<file path="config.mk">
export PLATFORM = sky130hd
export DESIGN_NAME = time_display_flat
export DESIGN_NICKNAME = d
export VERILOG_FILES = /design/src/rtl/time_display_if.sv /design/src/rtl/time_display.sv /design/src/flat_wrapper.sv
export SDC_FILE = /design/constraint.sdc
export NUM_CORES = 1
export LEC_CHECK = 0
export ABC_AREA = 0
export CAP_MARGIN = 10
export CORE_MARGIN = 4
export CORE_UTILIZATION = 30
export DETAILED_ROUTE_END_ITERATION = 7
export PLACE_DENSITY = 0.55
export RECOVER_POWER = 100
export SYNTH_ARGS = -nofsm -noshare
export SYNTH_HDL_FRONTEND = slang
export SYNTH_SLANG_ARGS = --single-unit
</file>
<file path="constraint.sdc">
create_clock -name CLOCK_50 -period 3.48 [get_ports CLOCK_50]
set_input_delay 0.348 -clock CLOCK_50 [delete_from_list [all_inputs] [get_ports CLOCK_50]]
set_output_delay 0.348 -clock CLOCK_50 [all_outputs]
set_load 0.01 [all_outputs]
</file>
<file path="src/rtl/time_display_if.sv">
`default_nettype none
// ============================================================================
// Module      : time_display_if
// Description : Groups the BCD time/date bus, the adjust/select/page controls
//               and the eight seven-segment outputs of time_display.
//               slave  : display side (bus and controls in, HEX out)
//               master : source side (bus and controls out, HEX in)
//               Fields : millisecond[7:0] second[6:0] minute[6:0] hour[5:0]
//                        day[5:0] month[4:0] year_l[7:0] year_h[7:0] (BCD)
//                        adjust, select[3:0], page_btn, HEX0..HEX7[6:0]
// Revision    : 1.0 - initial release
// ============================================================================
interface time_display_if;
  logic       adjust;
  logic [3:0] select;
  logic       page_btn;
  logic [7:0] millisecond;
  logic [6:0] second;
  logic [6:0] minute;
  logic [5:0] hour;
  logic [5:0] day;
  logic [4:0] month;
  logic [7:0] year_l;
  logic [7:0] year_h;
  logic [6:0] HEX0;
  logic [6:0] HEX1;
  logic [6:0] HEX2;
  logic [6:0] HEX3;
  logic [6:0] HEX4;
  logic [6:0] HEX5;
  logic [6:0] HEX6;
  logic [6:0] HEX7;

  modport master (
    output adjust, select, page_btn,
    output millisecond, second, minute, hour, day, month, year_l, year_h,
    input  HEX0, HEX1, HEX2, HEX3, HEX4, HEX5, HEX6, HEX7
  );

  modport slave (
    input  adjust, select, page_btn,
    input  millisecond, second, minute, hour, day, month, year_l, year_h,
    output HEX0, HEX1, HEX2, HEX3, HEX4, HEX5, HEX6, HEX7
  );
endinterface
`default_nettype wire

</file>
<file path="src/rtl/time_display.sv">
`default_nettype none
// ============================================================================
// Module      : time_display
// Description : Snapshots the asynchronous BCD time/date bus into CLOCK_50,
//               shows a TIME or DATE page of eight digits on HEX7..HEX0,
//               toggles pages by button or automatic rotation, and in adjust
//               mode forces the page of the edited digit and blinks it.
// Ports       : CLOCK_50  - sole clock, rising edge
//               rst_n     - synchronous active-low reset
//               td        - time_display_if.slave (bus, controls, HEX out)
// Revision    : 1.0 - initial release
// ============================================================================
module time_display #(
  parameter int BLINK_HALF    = 12_500_000,
  parameter int ROTATE_CYCLES = 0
) (
  input  wire logic     CLOCK_50,
  input  wire logic     rst_n,
  time_display_if.slave td
);

  localparam int c_blink_w = (BLINK_HALF > 1) ? $clog2(BLINK_HALF) : 1;
  localparam int c_rot_w   = (ROTATE_CYCLES > 1) ? $clog2(ROTATE_CYCLES) : 1;
  localparam logic [c_blink_w-1:0] c_blink_last = c_blink_w'(BLINK_HALF - 1);
  localparam logic [c_rot_w-1:0]   c_rot_last   =
    c_rot_w'((ROTATE_CYCLES > 0) ? ROTATE_CYCLES - 1 : 0);
  localparam bit         c_rot_en    = (ROTATE_CYCLES > 0);
  localparam logic [6:0] c_seg_blank = 7'h7F;
  localparam logic [6:0] c_seg_dash  = 7'h3F;

  typedef enum logic {
    PAGE_TIME = 1'b0,
    PAGE_DATE = 1'b1
  } page_e;

  // Active-low segment decode, bit6..0 = g..a; non-decimal nibbles show a dash.
  function automatic logic [6:0] seg_decode(input logic [3:0] nib);
    case (nib)
      4'd0:    return 7'h40;
      4'd1:    return 7'h79;
      4'd2:    return 7'h24;
      4'd3:    return 7'h30;
      4'd4:    return 7'h19;
      4'd5:    return 7'h12;
      4'd6:    return 7'h02;
      4'd7:    return 7'h78;
      4'd8:    return 7'h00;
      4'd9:    return 7'h10;
      default: return c_seg_dash;
    endcase
  endfunction

  // Registered state
  logic [63:0]          s1_q, s1_d, s2_q, s2_d, snap_q, snap_d;
  logic [2:0]           btn_sync_q, btn_sync_d;  // [0],[1] sync, [2] previous
  logic [2:0]           adj_sync_q, adj_sync_d;
  logic [3:0]           sel_s1_q, sel_s1_d, sel_s2_q, sel_s2_d, sel_s3_q, sel_s3_d;
  page_e                page_q, page_d;
  logic [c_rot_w-1:0]   rot_cnt_q, rot_cnt_d;
  logic [c_blink_w-1:0] blink_cnt_q, blink_cnt_d;
  logic                 blink_on_q, blink_on_d;
  logic [7:0][6:0]      hex_q, hex_d;

  // Combinational helpers
  logic [63:0] w_bus;
  logic        w_run;
  logic        w_btn_edge;
  logic        w_rot_wrap;
  logic        w_blink_clr;
  page_e       w_disp_page;
  logic [31:0] w_page_digits;

  // Each field zero-extended to whole nibbles; digit n sits at bits 4n+3..4n.
  assign w_bus = {td.year_h, td.year_l, 3'b000, td.month, 2'b00, td.day,
                  2'b00, td.hour, 1'b0, td.minute, 1'b0, td.second,
                  td.millisecond};

  assign w_run       = adj_sync_q[1];
  assign w_btn_edge  = btn_sync_q[1] & ~btn_sync_q[2];
  assign w_rot_wrap  = c_rot_en && (rot_cnt_q == c_rot_last);
  // Restart the blink phase so a newly selected digit is lit at once.
  assign w_blink_clr = (sel_s2_q != sel_s3_q) | (adj_sync_q[2] & ~adj_sync_q[1]);
  assign w_disp_page = w_run ? page_q : page_e'(sel_s2_q[3]);
  assign w_page_digits = (w_disp_page == PAGE_DATE) ? snap_q[63:32] : snap_q[31:0];

  always_comb begin
    s1_d        = w_bus;
    s2_d        = s1_q;
    snap_d      = snap_q;
    btn_sync_d  = {btn_sync_q[1:0], td.page_btn};
    adj_sync_d  = {adj_sync_q[1:0], td.adjust};
    sel_s1_d    = td.select;
    sel_s2_d    = sel_s1_q;
    sel_s3_d    = sel_s2_q;
    page_d      = page_q;
    rot_cnt_d   = rot_cnt_q;
    blink_cnt_d = blink_cnt_q;
    blink_on_d  = blink_on_q;
    hex_d       = hex_q;

    // Two equal consecutive samples mean the bus was not mid-ripple.
    if (s1_q == s2_q) begin
      snap_d = s2_q;
    end

    if (!w_run) begin
      rot_cnt_d = '0;
    end else if (w_btn_edge || w_rot_wrap) begin
      // A coincident button edge and wrap still give one toggle.
      page_d    = (page_q == PAGE_TIME) ? PAGE_DATE : PAGE_TIME;
      rot_cnt_d = '0;
    end else if (c_rot_en) begin
      rot_cnt_d = rot_cnt_q + 1'b1;
    end

    if (w_blink_clr) begin
      blink_cnt_d = '0;
      blink_on_d  = 1'b1;
    end else if (blink_cnt_q == c_blink_last) begin
      blink_cnt_d = '0;
      blink_on_d  = ~blink_on_q;
    end else begin
      blink_cnt_d = blink_cnt_q + 1'b1;
    end

    // Next blink state is used so the HEX phase lines up with the clear.
    for (int i = 0; i < 8; i++) begin
      hex_d[i] = seg_decode(w_page_digits[4*i +: 4]);
      if (!w_run && (sel_s2_q[2:0] == 3'(i)) && !blink_on_d) begin
        hex_d[i] = c_seg_blank;
      end
    end
  end

  always_ff @(posedge CLOCK_50) begin
    if (!rst_n) begin
      s1_q        <= '0;
      s2_q        <= '0;
      snap_q      <= '0;
      btn_sync_q  <= '0;
      adj_sync_q  <= 3'b111;
      sel_s1_q    <= '0;
      sel_s2_q    <= '0;
      sel_s3_q    <= '0;
      page_q      <= PAGE_TIME;
      rot_cnt_q   <= '0;
      blink_cnt_q <= '0;
      blink_on_q  <= 1'b1;
      hex_q       <= {8{c_seg_blank}};
    end else begin
      s1_q        <= s1_d;
      s2_q        <= s2_d;
      snap_q      <= snap_d;
      btn_sync_q  <= btn_sync_d;
      adj_sync_q  <= adj_sync_d;
      sel_s1_q    <= sel_s1_d;
      sel_s2_q    <= sel_s2_d;
      sel_s3_q    <= sel_s3_d;
      page_q      <= page_d;
      rot_cnt_q   <= rot_cnt_d;
      blink_cnt_q <= blink_cnt_d;
      blink_on_q  <= blink_on_d;
      hex_q       <= hex_d;
    end
  end

  assign td.HEX0 = hex_q[0];
  assign td.HEX1 = hex_q[1];
  assign td.HEX2 = hex_q[2];
  assign td.HEX3 = hex_q[3];
  assign td.HEX4 = hex_q[4];
  assign td.HEX5 = hex_q[5];
  assign td.HEX6 = hex_q[6];
  assign td.HEX7 = hex_q[7];

endmodule
`default_nettype wire
</file>
<file path="src/flat_wrapper.sv">
// flat-port wrapper written by rule: the top's interface ports become plain ports
module time_display_flat 
#(
  parameter int BLINK_HALF    = 12_500_000,
  parameter int ROTATE_CYCLES = 0
)
  (CLOCK_50, rst_n, td_adjust, td_select, td_page_btn, td_millisecond, td_second, td_minute, td_hour, td_day, td_month, td_year_l, td_year_h, td_HEX0, td_HEX1, td_HEX2, td_HEX3, td_HEX4, td_HEX5, td_HEX6, td_HEX7);
  time_display_if td_i ();
  input  wire logic CLOCK_50;
  input  wire logic rst_n;
  input wire logic [$bits(td_i.adjust)-1:0] td_adjust;
  input wire logic [$bits(td_i.select)-1:0] td_select;
  input wire logic [$bits(td_i.page_btn)-1:0] td_page_btn;
  input wire logic [$bits(td_i.millisecond)-1:0] td_millisecond;
  input wire logic [$bits(td_i.second)-1:0] td_second;
  input wire logic [$bits(td_i.minute)-1:0] td_minute;
  input wire logic [$bits(td_i.hour)-1:0] td_hour;
  input wire logic [$bits(td_i.day)-1:0] td_day;
  input wire logic [$bits(td_i.month)-1:0] td_month;
  input wire logic [$bits(td_i.year_l)-1:0] td_year_l;
  input wire logic [$bits(td_i.year_h)-1:0] td_year_h;
  output wire logic [$bits(td_i.HEX0)-1:0] td_HEX0;
  output wire logic [$bits(td_i.HEX1)-1:0] td_HEX1;
  output wire logic [$bits(td_i.HEX2)-1:0] td_HEX2;
  output wire logic [$bits(td_i.HEX3)-1:0] td_HEX3;
  output wire logic [$bits(td_i.HEX4)-1:0] td_HEX4;
  output wire logic [$bits(td_i.HEX5)-1:0] td_HEX5;
  output wire logic [$bits(td_i.HEX6)-1:0] td_HEX6;
  output wire logic [$bits(td_i.HEX7)-1:0] td_HEX7;
  assign td_i.adjust = td_adjust;
  assign td_i.select = td_select;
  assign td_i.page_btn = td_page_btn;
  assign td_i.millisecond = td_millisecond;
  assign td_i.second = td_second;
  assign td_i.minute = td_minute;
  assign td_i.hour = td_hour;
  assign td_i.day = td_day;
  assign td_i.month = td_month;
  assign td_i.year_l = td_year_l;
  assign td_i.year_h = td_year_h;
  assign td_HEX0 = td_i.HEX0;
  assign td_HEX1 = td_i.HEX1;
  assign td_HEX2 = td_i.HEX2;
  assign td_HEX3 = td_i.HEX3;
  assign td_HEX4 = td_i.HEX4;
  assign td_HEX5 = td_i.HEX5;
  assign td_HEX6 = td_i.HEX6;
  assign td_HEX7 = td_i.HEX7;
  time_display #(.BLINK_HALF(BLINK_HALF), .ROTATE_CYCLES(ROTATE_CYCLES)) u_core (.CLOCK_50(CLOCK_50), .rst_n(rst_n), .td(td_i));
endmodule
</file>
== After elaboration in Yosys (flattened, before gate mapping) ==
Memories as Yosys holds them, arrays and structs flattened. A register that Yosys moved wholly into a read port is not among the register bits.
Cells that the tools add are included.

* Output and inout port bits: 56
* Logic and storage cells: 72
* Flip-flop bits (word level): 236
* Bits of input ports: 63
* Memories kept: 8
* Bits in read-only memories: 896

{| class="wikitable"
|+ Memories
! memory !! words !! width !! rd ports !! clocked after memory_dff !! write ports !! RTL line !! RTL
|-
| (name not given) || 16 || 7 || 1 || 1 || 0 || time_display.sv:38 || <nowiki>case (nib)</nowiki>
|-
| (name not given) || 16 || 7 || 1 || 1 || 0 || time_display.sv:38 ||
|-
| (name not given) || 16 || 7 || 1 || 1 || 0 || time_display.sv:38 ||
|-
| (name not given) || 16 || 7 || 1 || 1 || 0 || time_display.sv:38 ||
|-
| (name not given) || 16 || 7 || 1 || 1 || 0 || time_display.sv:38 ||
|-
| (name not given) || 16 || 7 || 1 || 1 || 0 || time_display.sv:38 ||
|-
| +2 memories || - || - || - || - || - || - ||
|}

* Multiplexer cells: 5
* Equal/unequal tests: 10
* Bitwise logic cells: 7
* Reduce and logical (&&, ||, !) cells: 29
* Add/subtract/negate cells: 1

{| class="wikitable"
|+ Operator list
! cell !! number
|-
| 64-bit equality test || 1
|-
| 32-bit 2-to-1 mux || 1
|-
| 24-bit by 1-bit adder with 24-bit output, second input constant || 1
|-
| 24-bit equality test, second input constant || 1
|-
| 1-bit logical AND || 16
|-
| 2-bit OR reduction || 8
|-
| 3-bit equality test, second input constant || 4
|-
| 3-bit by 2-bit equality test with 1-bit output, second input constant || 2
|-
| 1-bit 2-to-1 mux || 4
|-
| 4-bit inequality test || 1
|-
| 1-bit NOT || 4
|-
| 3-bit by 1-bit equality test with 1-bit output, second input constant || 1
|-
| 3-bit logical NOT || 1
|-
| 3-bit OR reduction || 1
|-
| 1-bit AND || 2
|-
| 1-bit logical NOT || 2
|-
| 2-bit AND reduction || 1
|-
| 1-bit bitwise OR || 1
|}

== Longest topological paths before layout ==
* Word-level depth: 7
* Gate-level depth with buffers: 13
* Depth with buffers taken out: 9

== Least setup slack after synthesis ==
No wires, ideal clock.

* Path kind: register to register
* Start point: reg u_core.adj_sync_q[1]
* End point: reg u_core.hex_q, in the netlist u_core.td.HEX7[3]
* Data required time: 3.417 ns
* Cell stages (with the launch flop): 13
* Arrival: 2.398 ns
* Library setup time: 0.063 ns
* Buffers on the path: 4
* Period minus slack after synthesis: 2.462 ns
* Slack: 1.018 ns
* Cells stage by stage: dfxtp_1 -> mux2_1 -> buf_2 -> buf_6 -> buf_2 -> buf_2 -> nand2_1 -> and2_1 -> ha_1 -> or3_1 -> a21oi_1 -> nor2_1 -> nand2_1

* Word-level cells in the longest chain between the ends: 7
* Elaborated cells between the ends (all ways): 11
* Classes of those cells: mux: 3; bitwise: 3; reduce/logical: 5

{| class="wikitable"
|+ Ends and longest elaborated chain
! what !! RTL line !! RTL
|-
| start: declaration || time_display.sv:56 || <nowiki>logic [2:0] adj_sync_q, adj_sync_d;</nowiki>
|-
| start signal: assignment || time_display.sv:155 || <nowiki>adj_sync_q <= adj_sync_d;</nowiki>
|-
| 1-bit NOT || time_display.sv:82 || <nowiki>assign w_blink_clr = (sel_s2_q != sel_s3_q) | (adj_sync_q[2] & ~adj_sync_q[1]);</nowiki>
|-
| 1-bit AND || time_display.sv:82 ||
|-
| 1-bit bitwise OR || time_display.sv:82 ||
|-
| 1-bit 2-to-1 mux || time_display.sv:116 || <nowiki>if (w_blink_clr) begin</nowiki>
|-
| 1-bit logical NOT || time_display.sv:129 || <nowiki>if (!w_run && (sel_s2_q[2:0] == 3'(i)) && !blink_on_d) begin</nowiki>
|-
| 1-bit logical AND || time_display.sv:129 ||
|-
| 2-bit OR reduction (no source line) || - ||
|-
| end: declaration || time_display.sv:62 || <nowiki>logic [7:0][6:0] hex_q, hex_d;</nowiki>
|}

Several ways; a longest one is shown, not always the timed one.
A chain may end at the register's enable or synchronous reset.

== Worst setup path in the final report ==
* Start point: reg u_core.blink_cnt_q[10]
* End point: reg u_core.hex_q, in the netlist u_core.td.HEX6[1]

* Word-level cells in the longest chain between the ends: 6

{| class="wikitable"
|+ Ends and longest elaborated chain
! what !! RTL line !! RTL
|-
| start: declaration || time_display.sv:60 || <nowiki>logic [c_blink_w-1:0] blink_cnt_q, blink_cnt_d;</nowiki>
|-
| start signal: assignment || time_display.sv:161 || <nowiki>blink_cnt_q <= blink_cnt_d;</nowiki>
|-
| 24-bit equality test || time_display.sv:119 || <nowiki>end else if (blink_cnt_q == c_blink_last) begin</nowiki>
|-
| 1-bit 2-to-1 mux || time_display.sv:119 ||
|-
| 1-bit 2-to-1 mux || time_display.sv:116 ||
|-
| 1-bit logical NOT || time_display.sv:129 ||
|-
| 1-bit logical AND || time_display.sv:129 ||
|-
| 2-bit OR reduction (no source line) || - ||
|}

Every way passes these cells.

==> results.py <==
metrics = {
    "logic_synthesis": {
        "ys.flop_type": "dfxtp_1",
        "synthesis.nets": 1210,
        "synth_area_leaders": "dfxtp_1, and2_1, mux2i_1",
        "synth_cells": 1106,
        "muxShareOfSynthArea_pct": 8.62,
        "synth_compound_area_share_pct": 6.37,
        "synth_top_area_share_pct": 49.2,
        "synth-async-reset-ratio_pct": 0,
        "synth_edf_count": 0,
        "synth_top_area_cell": "dfxtp_1",
        "avgSynthCellArea_um2": 9.75,
        "ys_warn_count": 0,
        "synth-xor-area-share_pct": 6.66,
        "yosysUniqueCellTypes": 56,
        "syn_area_mm2": 0.0108,
        "yosys.area_share.simple_pct": 21.3,
        "synth_fa_ha_area_share_pct": 4.76,
        "synth_top_family_by_area": "simple AND/OR/NAND/NOR gates",
        "seq_area_frac_synth_pct": 49.2,
        "synth_seq_cells": 265,
    },
    "placed_design": {
        "port_buffers": 118,
        "dp_cells": 1646,
        "pre_cts_ws_ps": 877,
        "placed_area_mm2": 0.0124,
        "hpwl_mm": 17.7,
        "gp_congestion": 0.779,
    },
    "finish": {
        "fin_cells": 1700,
        "num_antenna_cells": 0,
        "nets": 1321,
        "syn_to_final_growth_pct": 23.8,
        "utilization_pct": 37.6,
        "postLayoutCellArea_mm2": 0.0134,
        "final_common_cell": "dfxtp_1",
        "drive_gt1_share_pct": 6.46,
        "layout_common_cells": "dfxtp_1, nand2_1, and2_1, mux2i_1, xor2_1",
    },
    "floorplanning": {
        "die_w_um": 198,
        "rows": 69,
        "boundaryPins": 119,
        "start_util_pct": 30.4,
        "design.die.area_mm2": 0.0391,
        "fp.dieH_um": 198,
        "core-area_mm2": 0.0355,
    },
    "route": {
        "ant_nets": 0,
        "wl_per_cell_um": 14.2,
        "dr_wl_met3_um": 936,
        "dr.pass1.iters": 4,
        "via_per_inst": 4.38,
        "highest_layer": "met4",
        "met2_wirelength_mm": 10.6,
        "routed_wl_mm": 24.1,
        "drt_iter0_markers": 319,
        "via_count": 7442,
        "drcViolationCount": 0,
        "routedLengthMet1_mm": 12.1,
    },
    "sta": {
        "hold_viol": 0,
        "relSlewSlack_pct": -55.1,
        "tightest_slew_ps": 2330,
        "finalSetupTns_ps": 0,
        "timing.hold.ws_ps": 257,
        "period_share_pct": 81.1,
        "layout_setup_ws_ps": 658,
        "fin_crit_ps": 2820,
        "report.final.slew_viol_count": 244,
        "max_clock_freq_mhz": 354,
        "grt_setup_unrepaired": "false",
        "setup_viol": 0,
        "finClkSkew_ps": 16.7,
    },
    "grt": {
        "grt_pass1_wl_mm": 38.5,
        "grt_pass1_vias": 7280,
        "grt_max_degree": 244,
        "antenna_found_initial": 0,
        "grt_use_total_pct": 12.0,
        "overflow": 0,
    },
    "setup_path": {
        "criticalPathCategory": "reg -> reg",
        "path_max_fanout": 9,
        "startpoint_type": "register",
        "crit_arrival_ps": 3200,
        "cp-end-kind": "register",
        "cp.required_ps": 3860,
    },
    "cts": {
        "cts.path.max_buffers": 3,
        "root_buffer": "clkbuf_16",
        "cts.sinks": 265,
        "post_cts_resized": 0,
        "cts_hold_buf": 0,
        "cts_buffers": 30,
        "clk_pin_slew_ps": 60,
        "cts_tree": "done",
        "cts_max_level": 1,
        "post_cts_buffers": 0,
        "insertion_delay_ps": 560,
    },
    "min_path": {
        "hold_path.class": "in -> reg",
    },
    "flow_run": {
        "max_cap_viol_count": 1,
    },
    "run_status": {
        "violations": "max-capacitance violations, max-slew violations",
        "outcome": "finished, violations left",
    },
    "power": {
        "power.total_mw": 6.79,
        "peakVddDrop_mv": 0.350,
        "leakage_nw": 5.30,
        "p_per_area_mw_per_mm2": 508,
    },
}
Yosys cell counts, types with 2 or more instances:
cell type / instances
a211oi_1: 2
a21oi_1: 31
a41oi_2: 3
a41oi_4: 4
and2_1: 127
and3_1: 9
and3_2: 2
buf_2: 7
buf_4: 6
buf_6: 3
clkbuf_1: 33
dfxtp_1: 265
ha_1: 41
inv_1: 26
mux2_1: 3
mux2_2: 9
mux2i_1: 78
nand2_1: 162
nand2b_1: 9
nand3_1: 33
nand3b_1: 3
nand4_1: 7
nor2_1: 54
nor3_1: 12
nor4_1: 15
o21a_1: 3
o21ai_0: 41
o21ai_1: 4
o221ai_1: 2
o22ai_1: 3
or2b_1: 3
or3_1: 2
xnor2_1: 16
xor2_1: 66
worst max-delay path, stage by stage (launching register included):
cell     delay [ps]
dfxtp_1         410
and4_1          310
nand2_1         150
or4_1           790
a41oi_1         730
o21ai_0         260
registers in the layout, summed over array words and instances (netlist names), 24 cells and up:
| name | flops |
|---|---|
| u_core.blink_cnt_q | 24 |
| u_core.s1_q | 55 |
| u_core.s2_q | 55 |
| u_core.snap_q | 55 |
final timing paths:
path / start / end / slack (ps) / cells after the start
worst min register to register: u_core.adj_sync_q[0] / u_core.adj_sync_q[1] / 430 / 1
worst max register to register: u_core.blink_cnt_q[10] / u_core.td.HEX6[1] / 660 / 5
worst min-delay path: rst_n / u_core.sel_s3_q[2] / 260 / 4
worst max-delay path: u_core.blink_cnt_q[10] / u_core.td.HEX6[1] / 660 / 5
power breakdown:
group / switching [mW] / internal (mW) / total (mW)
clock: 1.25 / 1.98 / 3.23
sequential: 0.0578 / 3.14 / 3.19
combinational: 0.179 / 0.190 / 0.369
metal layers:
layer	up-vias	track usage, %
met5	-	0
li1	3881	-
met4	0	3.14
met1	3383	17.2
met3	36	2.01
met2	142	19.0
cell families after synthesis:
group	Yosys count
compound gates	100
flops	265
mux	91
xor+xnor	82
simple gates	452
fa+ha+maj	41
buf+inv	75
cell type report:
type,instances,area (um^2)
Tap cell,461,577
Multi-Input combinational cell,766,5090
Fill cell,3552,22100
Clock buffer,38,831
Sequential cell,265,5310
Clock inverter,16,208
Inverter,26,97.6
Timing Repair Buffer,128,1250
Note: power is estimated with default switching activity, not from simulation.
